### src/rtl/m1553_pkg.sv
// rtl/m1553_pkg.sv - shared encodings for the 1553 word receiver
package m1553_pkg;

  localparam int WORD_BITS = 16;

  // Line state seen on the synchronized differential pair
  typedef enum logic [1:0] {
    LINE_IDL = 2'b00,
    LINE_P   = 2'b01,
    LINE_N   = 2'b10
  } line_t;

  typedef enum logic [2:0] {
    ST_IDLE,
    ST_SYNC1,
    ST_SYNC2,
    ST_DATA,
    ST_TAIL,
    ST_ABORT
  } state_t;

  // Sync type: command/status sync starts positive, data sync starts negative
  localparam logic SYNC_TYPE_CMD  = 1'b1;
  localparam logic SYNC_TYPE_DATA = 1'b0;

  // Both legs equal (00 or 11) carries no information and counts as idle
  function automatic line_t decode_line(input logic p, input logic n);
    if (p && !n) begin
      return LINE_P;
    end else if (!p && n) begin
      return LINE_N;
    end else begin
      return LINE_IDL;
    end
  endfunction

endpackage

### src/rtl/m1553_rx_sync.sv
// rtl/m1553_rx_sync.sv - input synchronizer and line-state decode
module m1553_rx_sync
  import m1553_pkg::*;
(
  input  logic       clk,
  input  logic       rst,
  input  logic       rx_p,
  input  logic       rx_n,
  output logic [1:0] line
);

  logic [1:0] p_sync;
  logic [1:0] n_sync;

  // Two-flop synchronizer per leg; the pins lead the decoded line by two cycles
  always_ff @(posedge clk) begin
    if (rst) begin
      p_sync <= '0;
      n_sync <= '0;
    end else begin
      p_sync <= {p_sync[0], rx_p};
      n_sync <= {n_sync[0], rx_n};
    end
  end

  assign line = decode_line(p_sync[1], n_sync[1]);

endmodule

### src/rtl/m1553_word_rx.sv
// rtl/m1553_word_rx.sv - Manchester II word receiver with sync detect
module m1553_word_rx
  import m1553_pkg::*;
#(
  parameter int CLKS_PER_BIT = 16,
  parameter int SYNC_TOL     = 2
) (
  input  logic        clk,
  input  logic        rst,
  input  logic        rx_en,
  input  logic        rx_p,
  input  logic        rx_n,
  output logic [15:0] word_o,
  output logic        word_valid,
  output logic        sync_cmd,
  output logic        parity_err,
  output logic        manch_err,
  output logic        sync_err,
  output logic        busy
);

  localparam int H        = CLKS_PER_BIT / 2;
  localparam int SYNC_NOM = 3 * H;
  localparam int CW       = $clog2(SYNC_NOM + SYNC_TOL + 2);
  localparam int BW       = $clog2(WORD_BITS + 1);

  localparam logic [CW-1:0] CNT_ONE = CW'(1);
  localparam logic [CW-1:0] CNT_MIN = CW'(SYNC_NOM - SYNC_TOL);
  localparam logic [CW-1:0] CNT_MAX = CW'(SYNC_NOM + SYNC_TOL);
  localparam logic [CW-1:0] CNT_MID = CW'(SYNC_NOM / 2);
  // cnt reaching 3H on this edge means the next cycle is the first of bit 0
  localparam logic [CW-1:0] CNT_END = CW'(SYNC_NOM - 1);
  localparam logic [CW-1:0] PH_H1   = CW'(H / 2);
  localparam logic [CW-1:0] PH_H2   = CW'(H + H / 2);
  localparam logic [CW-1:0] PH_LAST = CW'(2 * H - 1);
  localparam logic [BW-1:0] BIT_PAR = BW'(WORD_BITS);

  logic [1:0]           line;
  state_t               state, state_nxt;
  logic [CW-1:0]        cnt, cnt_nxt;
  logic [CW-1:0]        ph, ph_nxt;
  logic [BW-1:0]        bit_idx, bit_nxt;
  logic [1:0]           pol, pol_nxt;
  logic [1:0]           half1, half1_nxt;
  logic [WORD_BITS-1:0] data, data_nxt;
  logic                 manch_flag, manch_nxt;
  logic [15:0]          word_nxt;
  logic                 valid_nxt, cmd_nxt, perr_nxt, merr_nxt, serr_nxt;
  logic [1:0]           opp;
  logic                 bit_ok, bit_val;

  m1553_rx_sync u_sync (
    .clk  (clk),
    .rst  (rst),
    .rx_p (rx_p),
    .rx_n (rx_n),
    .line (line)
  );

  assign opp     = (pol == LINE_P) ? LINE_N : LINE_P;
  assign bit_ok  = ((half1 == LINE_P) && (line == LINE_N)) ||
                   ((half1 == LINE_N) && (line == LINE_P));
  assign bit_val = (half1 == LINE_P) && (line == LINE_N);
  assign busy    = (state != ST_IDLE);

  // Next-state, counters, shift register and output strobes
  always_comb begin
    state_nxt = state;
    cnt_nxt   = cnt;
    ph_nxt    = ph;
    bit_nxt   = bit_idx;
    pol_nxt   = pol;
    half1_nxt = half1;
    data_nxt  = data;
    manch_nxt = manch_flag;
    word_nxt  = word_o;
    valid_nxt = 1'b0;
    cmd_nxt   = sync_cmd;
    perr_nxt  = parity_err;
    merr_nxt  = manch_err;
    serr_nxt  = 1'b0;
    case (state)
      ST_IDLE: begin
        if (line != LINE_IDL) begin
          pol_nxt   = line;
          cmd_nxt   = (line == LINE_P) ? SYNC_TYPE_CMD : SYNC_TYPE_DATA;
          cnt_nxt   = CNT_ONE;
          state_nxt = ST_SYNC1;
        end
      end
      ST_SYNC1: begin
        if (line == pol) begin
          if (cnt >= CNT_MAX) begin
            state_nxt = ST_ABORT;
            serr_nxt  = 1'b1;
          end else begin
            cnt_nxt = cnt + 1'b1;
          end
        end else if ((line == opp) && (cnt >= CNT_MIN) && (cnt <= CNT_MAX)) begin
          cnt_nxt   = CNT_ONE;
          state_nxt = ST_SYNC2;
        end else begin
          state_nxt = ST_ABORT;
          serr_nxt  = 1'b1;
        end
      end
      ST_SYNC2: begin
        cnt_nxt = cnt + 1'b1;
        if ((cnt == CNT_MID) && (line != opp)) begin
          state_nxt = ST_ABORT;
          serr_nxt  = 1'b1;
        end else if (cnt == CNT_END) begin
          ph_nxt    = '0;
          bit_nxt   = '0;
          manch_nxt = 1'b0;
          state_nxt = ST_DATA;
        end
      end
      ST_DATA: begin
        if (ph == PH_LAST) begin
          ph_nxt  = '0;
          bit_nxt = bit_idx + 1'b1;
        end else begin
          ph_nxt = ph + 1'b1;
        end
        if (ph == PH_H1) begin
          half1_nxt = line;
        end
        if (ph == PH_H2) begin
          if (!bit_ok) begin
            manch_nxt = 1'b1;
          end
          if (bit_idx < BIT_PAR) begin
            data_nxt = {data[WORD_BITS-2:0], bit_val};
          end else begin
            word_nxt  = data;
            valid_nxt = 1'b1;
            perr_nxt  = ~(^data ^ bit_val);
            merr_nxt  = manch_flag | ~bit_ok;
            state_nxt = ST_TAIL;
          end
        end
      end
      ST_TAIL: begin
        ph_nxt = ph + 1'b1;
        if (ph == PH_LAST) begin
          state_nxt = ST_IDLE;
        end
      end
      ST_ABORT: begin
        if (line == LINE_IDL) begin
          state_nxt = ST_IDLE;
        end
      end
      default: state_nxt = ST_IDLE;
    endcase
    // Disabling the receiver drops any partial word without reporting it
    if (!rx_en) begin
      state_nxt = ST_IDLE;
      valid_nxt = 1'b0;
      serr_nxt  = 1'b0;
      word_nxt  = word_o;
      perr_nxt  = parity_err;
      merr_nxt  = manch_err;
    end
  end

  // State and datapath registers
  always_ff @(posedge clk) begin
    if (rst) begin
      state      <= ST_IDLE;
      cnt        <= '0;
      ph         <= '0;
      bit_idx    <= '0;
      pol        <= LINE_IDL;
      half1      <= LINE_IDL;
      data       <= '0;
      manch_flag <= 1'b0;
      word_o     <= '0;
      word_valid <= 1'b0;
      sync_cmd   <= 1'b0;
      parity_err <= 1'b0;
      manch_err  <= 1'b0;
      sync_err   <= 1'b0;
    end else begin
      state      <= state_nxt;
      cnt        <= cnt_nxt;
      ph         <= ph_nxt;
      bit_idx    <= bit_nxt;
      pol        <= pol_nxt;
      half1      <= half1_nxt;
      data       <= data_nxt;
      manch_flag <= manch_nxt;
      word_o     <= word_nxt;
      word_valid <= valid_nxt;
      sync_cmd   <= cmd_nxt;
      parity_err <= perr_nxt;
      manch_err  <= merr_nxt;
      sync_err   <= serr_nxt;
    end
  end

endmodule

### config.mk
export PLATFORM = sky130hd
export DESIGN_NAME = m1553_word_rx
export DESIGN_NICKNAME = d
export VERILOG_FILES = /design/src/rtl/m1553_pkg.sv /design/src/rtl/m1553_rx_sync.sv /design/src/rtl/m1553_word_rx.sv
export SDC_FILE = /design/constraint.sdc
export NUM_CORES = 1
export LEC_CHECK = 0
export CORE_MARGIN = 3
export CORE_UTILIZATION = 45
export CTS_BUF_LIST = sky130_fd_sc_hd__clkbuf_4 sky130_fd_sc_hd__clkbuf_8 sky130_fd_sc_hd__clkbuf_16
export DETAILED_ROUTE_END_ITERATION = 10
export GPL_ROUTABILITY_DRIVEN = 0
export GPL_TIMING_DRIVEN = 0
export PLACE_DENSITY = 0.75
export RECOVER_POWER = 100
export SLEW_MARGIN = 10
export SYNTH_ARGS = -nofsm -noshare
export SYNTH_HDL_FRONTEND = slang
export SYNTH_SLANG_ARGS = --single-unit
### constraint.sdc
create_clock -name clk -period 3.8 [get_ports clk]
set_input_delay 0.57 -clock clk [delete_from_list [all_inputs] [get_ports clk]]
set_output_delay 0.57 -clock clk [all_outputs]
set_load 0.05 [all_outputs]
==> Flow_metrics.wiki <==
{| class="wikitable"
! Metric !! Value
|-
| Combinational Power Share || 5.0%
|-
| Setup repair after global routing missed its margin || false
|-
| Leakage || 1.344 nW
|-
| Clock slew seen by the registers of the worst setup and hold paths || 70 ps
|-
| Hold-fix buffers, CTS || 0
|-
| Antenna viol nets, final || 0
|-
| Areal power density over the cells || 367.2 mW/mm2
|-
| Total of max-cap violations || 0
|-
| Area fraction of the dominant cell type after synthesis || 40.76%
|-
| Worst-path maximum fanout || 10
|-
| Share of power burned in registers || 50.6%
|-
| Clock skew || 8.061 ps
|-
| Floorplan die area || 0.007907 mm2
|-
| Share of synthesized flip-flops with an asynchronous set or reset || 0%
|-
| Crit path DAT || 2740 ps
|-
| Transition at the pin with the smallest max-transition slack || 913.7 ps
|-
| Number of buffers added on ports || 26
|-
| Peak-usage layer in the global routing report || met2
|-
| Number of ports placed on the die boundary || 27
|-
| Resized Gates After CTS || 0
|-
| Number of unique standard cell types used by synthesis || 59
|-
| Met1 layer usage reported by global route || 23.06%
|-
| Leading register cell type out of synthesis || sky130_fd_sc_hd__dfxtp_1
|-
| Antenna diodes || 0
|-
| Post-DR vias/cell || 5.374
|-
| Initial antenna violation count || 0
|-
| First-pass GRT wire length || 10.79 mm
|-
| Sequential area share after synthesis || 40.76%
|-
| Layout-stage area growth over the synthesis result || 16.09%
|-
| Top post-synthesis cells by area || sky130_fd_sc_hd__dfxtp_1 (41%), sky130_fd_sc_hd__mux2i_1 (7.1%), sky130_fd_sc_hd__nand2_1 (5.7%), sky130_fd_sc_hd__xnor2_1 (5.1%), sky130_fd_sc_hd__nor2_1 (4.7%)
|-
| CTS H-Tree Depth || 3
|-
| Class of the worst hold path || flop to flop
|-
| Overall die height || 88.92 um
|-
| GRT Resource Usage Total || 17.38%
|-
| Cell area after technology mapping || 0.003094 mm2
|-
| Switch share || 21.89%
|-
| Final Hold Viols || 0
|-
| Register bit count reported by yosys || 63
|-
| Total power draw || 1.319 mW
|-
| Switch Pwr || 0.2888 mW
|-
| 1st-pass router iterations || 4
|-
| Number of DRC markers in iteration 0 || 99
|-
| Capturing element type of the critical path || flop
|-
| Clock Tree Buf Depth || 2
|-
| Post-route fraction of the period consumed by the critical path || 66.71%
|-
| Pin count of the biggest net entering global routing || 11
|-
| Final wirelength || 6.325 mm
|-
| Met2 capacity usage during global routing || 26.86%
|-
| Synthesized instance count || 342
|-
| Final layout net count || 395
|-
| Width of the die || 88.92 um
|-
| GRT Residual Overflow || 0
|-
| Final max-slew violation count || 0
|-
| Setup Total Neg Slack || 0 ps
|-
| Critical path class || flop to flop
|-
| Fraction of layout cells with a size suffix above 1 || 8.094%
|-
| YS warnings || 0
|-
| Internal Power || 1.030 mW
|-
| Residual DRC || 0
|-
| Final worst path period need || 2535 ps
|-
| Clock tree from TritonCTS || yes
|-
| FMAX || 394.5 MHz
|-
| GR met3 Demand/Resource || 3.594%
|-
| Status || complete, no violations
|-
| Number of global-route vias before repair || 2395
|-
| Area of the core || 0.006495 mm2
|-
| Library cell used as clock root buffer || sky130_fd_sc_hd__clkbuf_8
|-
| Average cell area after synthesis || 9.047 um2
|-
| Total via count in the routed design || 2472
|-
| Top cell type by total area after synthesis || sky130_fd_sc_hd__dfxtp_1
|-
| Startpoint Class || flop
|-
| Count of buffers added by post-CTS timing repair for setup || 0
|-
| Number of rows in the core area || 29
|-
| Count of final setup violators || 0
|-
| Headroom to the max-slew limit || 38.67%
|-
| Number of buffers created by CTS || 9
|-
| Insertion delay to the later sink of the worst-skew pair || 330 ps
|-
| Number of sinks driven by the clock tree || 63
|-
| Effective utilization at floorplan || 47.64%
|-
| Required @ worst endpoint || 4010 ps
|-
| Max IR drop VDD || 0.0002082 V
|-
| WL/cell || 13.75 um
|-
| Number of enable-type register cells in the synthesized netlist || 0
|-
| Hpwl dp || 4.623 mm
|-
| Post-Synthesis Net Count || 358
|-
| Share of total power in the clock network || 44.4%
|}
-- path summary, 6_finish.rpt --
path | start | endpoint | slack [ps] | depth (start not counted)
worst min-delay path | u_sync.p_sync[0] | u_sync.p_sync[1] | 440 | 1
worst max-delay path | ph[0] | data[6] | 1260 | 9
worst max register to register | ph[0] | data[6] | 1260 | 9
worst min register to register | u_sync.p_sync[0] | u_sync.p_sync[1] | 440 | 1
-- stage by stage --
stage,utilization (%),worst slack [ps],instance area (um2),hold WS [ps],std cells
after CTS,56.23,1343,3652,437.3,460
after floorplan,-,1836,3094,413.8,342
after detailed placement,53.13,1641,3451,422.0,445
final,55.31,1265,3592,436.7,460
after global routing,55.31,985.0,3592,457.3,460
after global placement,53.13,1679,3451,417.7,445
-- cells in the mapped netlist, types with 2 or more instances --
cell,n
sky130_fd_sc_hd__a211o_1,2
sky130_fd_sc_hd__a211oi_1,2
sky130_fd_sc_hd__a21oi_1,26
sky130_fd_sc_hd__a31oi_1,4
sky130_fd_sc_hd__a32oi_1,2
sky130_fd_sc_hd__and2_1,3
sky130_fd_sc_hd__and2b_1,4
sky130_fd_sc_hd__buf_4,3
sky130_fd_sc_hd__buf_6,4
sky130_fd_sc_hd__clkbuf_1,4
sky130_fd_sc_hd__clkbuf_8,3
sky130_fd_sc_hd__dfxtp_1,63
sky130_fd_sc_hd__ha_1,11
sky130_fd_sc_hd__inv_1,13
sky130_fd_sc_hd__mux2i_1,22
sky130_fd_sc_hd__nand2_1,47
sky130_fd_sc_hd__nand2b_1,2
sky130_fd_sc_hd__nand3_1,6
sky130_fd_sc_hd__nand4_1,4
sky130_fd_sc_hd__nand4b_1,2
sky130_fd_sc_hd__nor2_1,39
sky130_fd_sc_hd__nor2b_1,5
sky130_fd_sc_hd__nor3_1,8
sky130_fd_sc_hd__o2111ai_1,2
sky130_fd_sc_hd__o211ai_1,2
sky130_fd_sc_hd__o21ai_0,5
sky130_fd_sc_hd__o31ai_1,2
sky130_fd_sc_hd__xnor2_1,18
sky130_fd_sc_hd__xor2_1,4
-- power by group through the flow --
stage / clock [mW] / combinational [mW] / sequential [mW]
after floorplan: 0 / 0.0473 / 0.683
after global placement: 0 / 0.0665 / 0.682
after detailed placement: 0 / 0.0681 / 0.683
after CTS: 0.601 / 0.0683 / 0.668
after global routing: 0.624 / 0.0724 / 0.668
final: 0.586 / 0.0657 / 0.668
-- per-layer routing --
metal,vias to the layer above,part of all wire [%]
li1,1252,-
met1,1176,49
met2,36,47
met3,8,3.1
met4,0,1.2
met5,-,0
-- final cells by class --
type	count	area (um2)
Clock buffer	12	158.9
Fill cell	563	2903
Multi-Input combinational cell	250	1620
Sequential cell	63	1261
Clock inverter	3	42.54
Buffer	16	103.9
Tap cell	77	96.34
Inverter	13	48.80
Timing Repair Buffer	26	260.3
-- cell families after synthesis --
logic type / Yosys count / share of synthesized area [%]
and+or+nand+nor: 135 / 21.23
DFF: 63 / 40.76
muxes: 22 / 7.117
AOI/OAI and AO/OA: 59 / 13.26
buffers and inverters: 29 / 6.227
adders and majority gates: 11 / 4.448
xor gates and xnor gates: 23 / 6.955
-- registers in the layout, summed over array words and instances (netlist names), 2 cells and up --
name / cells
data: 16
word_o: 16
bit_idx: 5
cnt: 5
ph: 5
state: 3
half1: 2
u_sync.n_sync: 2
u_sync.p_sync: 2
-- critical path, stage by stage (launching register included) --
cell                       delay [ps]
sky130_fd_sc_hd__dfxtp_1          350
sky130_fd_sc_hd__inv_1             70
sky130_fd_sc_hd__ha_1             130
sky130_fd_sc_hd__nor2b_1          200
sky130_fd_sc_hd__and4_1           270
sky130_fd_sc_hd__and2b_1          140
sky130_fd_sc_hd__clkbuf_1         360
sky130_fd_sc_hd__clkbuf_1         570
sky130_fd_sc_hd__mux2i_1          260
sky130_fd_sc_hd__nor2_1            60
-- cell usage in the layout, fill, tap and decap left out, drive strengths merged, types with 2 or more instances in the layout --
cell / Yosys / final
nand3: 6 / 6
xnor2: 18 / 18
a211o: 2 / 2
xor2: 4 / 4
a31oi: 5 / 5
nand2b: 2 / 2
mux2i: 22 / 22
clkbuf: 7 / 23
clkdlybuf4s50: 0 / 3
o2111ai: 2 / 2
dfxtp: 63 / 63
nor2b: 5 / 5
and3: 2 / 2
ha: 11 / 11
buf: 9 / 5
o31ai: 2 / 2
and2b: 6 / 6
a211oi: 2 / 2
and3b: 2 / 2
o211ai: 2 / 2
inv: 13 / 13
nor2: 39 / 39
nor3: 8 / 8
nand4b: 2 / 2
a21oi: 26 / 26
nand2: 47 / 47
and2: 3 / 3
a32oi: 2 / 2
dlygate4sd3: 0 / 23
nand4: 4 / 4
o21ai: 5 / 5
Power figures use the tool's default switching activity.
